==> src/rtl/mem_arb_pkg.sv <==
// mem_arb_pkg: shared state encoding, burst length and round-robin pick for the memory bus arbiter
package mem_arb_pkg;
  typedef enum logic [1:0] {IDLE, REQ, RESP} state_t;
  localparam int BEATS = 8;
  function automatic logic rr_pick(input logic [1:0] reqs, input logic last_grant);
    return (reqs == 2'b11) ? ~last_grant : reqs[1];
  endfunction
endpackage

==> src/rtl/mem_bus_arbiter.sv <==
// mem_bus_arbiter: round-robin sharing of one Sysbus memory port between icache (0) and dcache (1)
module mem_bus_arbiter #(
  parameter int BUS_DATA_WIDTH = 64,
  parameter int BUS_TAG_WIDTH = 13,
  parameter int BEATS = mem_arb_pkg::BEATS
) (
  input  logic                        clk,
  input  logic                        reset,
  input  logic [1:0]                  c_reqcyc,
  output logic [1:0]                  c_reqack,
  input  logic [2*BUS_DATA_WIDTH-1:0] c_req,
  input  logic [2*BUS_TAG_WIDTH-1:0]  c_reqtag,
  output logic [1:0]                  c_respcyc,
  input  logic [1:0]                  c_respack,
  output logic [BUS_DATA_WIDTH-1:0]   c_resp,
  output logic [BUS_TAG_WIDTH-1:0]    c_resptag,
  output logic                        m_bus_reqcyc,
  input  logic                        m_bus_reqack,
  output logic [BUS_DATA_WIDTH-1:0]   m_bus_req,
  output logic [BUS_TAG_WIDTH-1:0]    m_bus_reqtag,
  input  logic                        m_bus_respcyc,
  output logic                        m_bus_respack,
  input  logic [BUS_DATA_WIDTH-1:0]   m_bus_resp,
  input  logic [BUS_TAG_WIDTH-1:0]    m_bus_resptag
);
  import mem_arb_pkg::*;
  localparam int CNT_W = (BEATS > 1) ? $clog2(BEATS) : 1;
  state_t state;
  logic grant, last_grant, pick;
  logic [CNT_W-1:0] beat_cnt;
  logic [BUS_DATA_WIDTH-1:0] addr;
  logic [BUS_TAG_WIDTH-1:0] tag;
  logic in_req, in_resp;
  assign pick = rr_pick(c_reqcyc, last_grant);
  assign in_req = state == REQ;
  assign in_resp = state == RESP;
  always_comb begin
    m_bus_reqcyc = in_req;
    m_bus_req = addr;
    m_bus_reqtag = tag;
    c_reqack = (in_req && m_bus_reqack) ? 2'b01 << grant : 2'b00;
    c_respcyc = (in_resp && m_bus_respcyc) ? 2'b01 << grant : 2'b00;
    m_bus_respack = in_resp && m_bus_respcyc && c_respack[grant];
    c_resp = m_bus_resp;
    c_resptag = m_bus_resptag;
  end
  always_ff @(posedge clk) begin
    if (reset) begin
      state <= IDLE;
      grant <= 1'b0;
      last_grant <= 1'b1;
      beat_cnt <= '0;
      addr <= '0;
      tag <= '0;
    end else begin
      case (state)
        IDLE: if (|c_reqcyc) begin
          grant <= pick;
          addr <= pick ? c_req[2*BUS_DATA_WIDTH-1:BUS_DATA_WIDTH] : c_req[BUS_DATA_WIDTH-1:0];
          tag <= pick ? c_reqtag[2*BUS_TAG_WIDTH-1:BUS_TAG_WIDTH] : c_reqtag[BUS_TAG_WIDTH-1:0];
          state <= REQ;
        end
        REQ: if (m_bus_reqack) state <= RESP;
        RESP: if (m_bus_respack) begin
          if (beat_cnt == CNT_W'(BEATS - 1)) begin
            beat_cnt <= '0;
            last_grant <= grant;
            state <= IDLE;
          end else beat_cnt <= beat_cnt + 1'b1;
        end
        default: state <= IDLE;
      endcase
    end
  end
endmodule

==> config.mk <==
export PLATFORM = sky130hd
export DESIGN_NAME = mem_bus_arbiter
export DESIGN_NICKNAME = d
export VERILOG_FILES = /design/src/rtl/mem_arb_pkg.sv /design/src/rtl/mem_bus_arbiter.sv
export SDC_FILE = /design/constraint.sdc
export NUM_CORES = 1
export LEC_CHECK = 0
export CAP_MARGIN = 20
export CORE_AREA = 4 4 153 155
export CTS_CLUSTER_SIZE = 12
export DETAILED_ROUTE_END_ITERATION = 10
export DIE_AREA = 0 0 157 159
export PLACE_DENSITY = 0.59
export SETUP_SLACK_MARGIN = 0.4
export SLEW_MARGIN = 10
export SYNTH_ARGS = -nofsm -noshare
export SYNTH_HDL_FRONTEND = slang
export SYNTH_SLANG_ARGS = --single-unit
export TNS_END_PERCENT = 5
==> constraint.sdc <==
create_clock -name clk -period 2.35 [get_ports clk]
set_clock_uncertainty 0.1 [all_clocks]
set_input_delay 0.705 -clock clk [delete_from_list [all_inputs] [get_ports clk]]
set_output_delay 0.705 -clock clk [all_outputs]
set_load 0.03 [all_outputs]
==> flow_metrics.py, run 1 <==
metrics = {
    "finish": {
        "nets": 951,
        "final_cell_area_mm2": 0.00718,
        "final_cells": 993,
        "drive_gt1_frac": 0.130,
        "fin_util": 0.329,
        "antenna_cells": 0,
        "syn_to_final_growth_pct": 56.8,
        "fillerInstances": 2338,
    },
    "power_and_ir_drop": {
        "intPower_mw": 3.19,
        "ir_drop_mv": 0.262,
        "switching_share": 0.334,
        "seq_power_share": 0.353,
        "clkPwrFrac": 0.296,
        "p_switching_mw": 1.60,
        "leakage_nw": 2.71,
        "p_per_area_mw_per_mm2": 668,
        "combPwrFrac": 0.351,
    },
    "floorplan": {
        "die_width_um": 157,
        "placementRows": 54,
        "die_h_um": 159,
        "coreArea_mm2": 0.0218,
        "floorplan.initialDensity": 0.210,
        "num_io_pins": 399,
        "fp.dieArea_mm2": 0.0250,
    },
    "timing": {
        "setup-tns-final_ps": 0,
        "finalHoldViolCount": 0,
        "worst_slack_ps": 147,
        "period_minus_slack_ps": 2200,
        "slew_headroom": 0.659,
        "drv_slew": 0,
        "setup_viol": 0,
        "worst_slew_pin_slew_ps": 511,
        "fmax_mhz": 454,
        "post-route-period-util": 0.937,
        "rsz0062_at_grt": "true",
    },
    "place": {
        "dp_cells": 975,
        "placed_cell_area_mm2": 0.00684,
        "portBuffers": 244,
        "gp_congestion": 0.739,
        "dp_hpwl_um": 11700,
        "dp_slack_ps": -147,
    },
    "job": {
        "cap_violations": 0,
    },
    "grt": {
        "grt_util_all_layers": 0.126,
        "grt_pass1_wl_um": 25300,
        "grt_max_degree": 42,
        "antenna_found_initial": 0,
        "grt_pass1_vias": 4519,
        "overflow": 0,
    },
    "logic_synthesis": {
        "yosysMostFrequentCell": "nand2_1",
        "yosysWarnings": 0,
        "syn_area_mm2": 0.00458,
        "ys.flop_type": "dfxtp_1",
        "synth.distinct_cells": 29,
        "synth-edff-count": 0,
        "avgSynthCellArea_um2": 8.16,
        "yosysTopAreaCell": "dfxtp_1",
        "seq_area_frac_synth": 0.367,
        "synth-seq-cells": 84,
        "synth_commonest_cells": "nand2_1 (157), dfxtp_1 (84), a21oi_1 (83)",
        "async_flop_share": 0,
        "yosys-top-cells-area": "dfxtp_1 (37%), buf_4 (13%), nand2_1 (13%), a311oi_2 (9.8%), a21oi_1 (9.1%)",
        "synth_nets": 802,
        "synth_top_area_share": 0.367,
        "syn_inst": 561,
    },
    "worst_setup_path": {
        "crit_start": "state[0]",
        "r2r_slack_ps": 660,
        "critPathLaunchType": "register",
        "crit_fanout": 4,
        "crit_type": "register to primary output",
        "timing.rr.end": "m_bus_req[49]",
        "timing.rr.start": "state[1]",
        "end_kind": "primary output",
        "cp.arrival_ps": 1400,
        "worstPathRequired_ps": 1540,
        "worstSetupEndpoint": "m_bus_respack",
        "reg2reg_depth": 5,
    },
    "cts": {
        "cts_max_level": 3,
        "cts_tree": "done",
        "cts_root_buffer": "clkbuf_16",
        "cts_buffers": 9,
        "cts_hold_buf": 0,
        "clk_pin_slew_ps": 70,
        "clk_latency_ps": 340,
        "cts.sinks": 84,
        "cts_buffer_depth": 2,
    },
    "min_path": {
        "worstHoldPathType": "register to register",
    },
    "route": {
        "drtIter0Drc": 258,
        "drt_wl_total_um": 16700,
        "ant_nets": 0,
        "vias_per_cell": 4.60,
        "vias": 4571,
        "routedWlPerCell_um": 16.8,
        "drc": 0,
        "drtPass1Iterations": 4,
    },
    "outcome": {
        "status": "finished, final reports clean",
    },
}
-- layer usage --
layer | part of all wire | vias up | global-route usage
met5 | 0 | - | 0
met4 | 0.020 | 0 | 0.0347
met3 | 0.085 | 31 | 0.0424
met1 | 0.41 | 2151 | 0.150
met2 | 0.48 | 194 | 0.215
li1 | - | 2195 | -
-- cell usage in the layout (no fill, tap or decap), drive strengths merged --
master,instances
clkdlybuf4s50,222
clkbuf,9
nor2,6
nor2b,1
clkinv,2
and2,1
nand2,157
a311o,2
dlygate4sd2,8
nand2b,1
a21oi,83
mux2i,1
inv,3
or2,1
nand3b,1
a21boi,1
dlymetal6s2s,5
dfxtp,84
o21ai,3
clkinvlp,2
or4,1
nand3,2
a311oi,77
mux2,1
and3b,1
a21bo,1
ha,2
a21o,1
buf,32
bufinv,1
a31oi,1
-- logic make-up (layout without fill, tap and decap cells) --
family	count (synthesis)	after routing	share of synthesized area
AOI/OAI and AO/OA	169	169	0.294
muxes	2	2	0.00464
DFF	84	84	0.367
adders and majority gates	2	2	0.00546
and+or+nand+nor	172	172	0.146
buffers and inverters	132	284	0.182
-- worst max-delay path: stages, from the launching register on --
cell and delay, ps:
dfxtp_2 330, buf_6 120, nand3b_1 250, nor2_2 210
buf_6 150
-- worst min path at each step --
stage / to / startpoint / cells past startpoint / slack [ps]
floorplan: beat_cnt[1] / beat_cnt[1] / 2 / 360
global placement: beat_cnt[1] / beat_cnt[1] / 2 / 370
detailed placement: beat_cnt[0] / beat_cnt[0] / 2 / 390
CTS: beat_cnt[0] / beat_cnt[0] / 2 / 400
global route: beat_cnt[0] / beat_cnt[0] / 2 / 430
finish: beat_cnt[0] / beat_cnt[0] / 2 / 390
-- through the flow --
stage                     power [mW]  hold WS [ps]
after floorplan                 2.85           358
after global placement          3.41           366
after detailed placement        3.42           387
after CTS                       4.88           397
after global routing            5.05           427
final                           4.79           393
-- flip-flops by register name, indices dropped and copies added, names as in the netlist --
| name | cells |
|---|---|
| beat_cnt | 3 |
| m_bus_reqtag | 13 |
| grant | 1 |
| m_bus_req | 64 |
| last_grant | 1 |
| state | 2 |
-- repair_timing --
action,4_1_cts,5_1_grt
buffers inserted,2,2
endpoints found under the setup margin,101,160
pin swaps,6,4
gates resized for setup,31,6
cloned,0,0
-- area by class of cell --
| class | instances | area, um2 | share of cell area |
|---|---|---|---|
| Timing Repair Buffer | 267 | 2740 | 0.381 |
| Tap cell | 280 | 350 | 0.0488 |
| Inverter | 3 | 11.3 | 0.00157 |
| Clock buffer | 9 | 225 | 0.0314 |
| Sequential cell | 84 | 1690 | 0.235 |
| Multi-Input combinational cell | 345 | 2120 | 0.295 |
| Clock inverter | 5 | 55.1 | 0.00767 |
-- power by group through the flow --
| stage | clock network (mW) | registers, mW | logic, mW |
|---|---|---|---|
| final | 1.42 | 1.69 | 1.68 |
| after global routing | 1.54 | 1.71 | 1.80 |
| after CTS | 1.49 | 1.69 | 1.70 |
| after detailed placement | 0 | 1.72 | 1.70 |
| after global placement | 0 | 1.72 | 1.70 |
| after floorplan | 0 | 2.05 | 0.804 |
Note: power is estimated with default switching activity, not from simulation.
==> run 2, diff against run 1 <==
Settings changed: GPL_ROUTABILITY_DRIVEN from default to 0, HOLD_SLACK_MARGIN from default to 0.15.
==> results of run 2 <==
The final DEF is identical to that of run 1; final timing and power are the same.
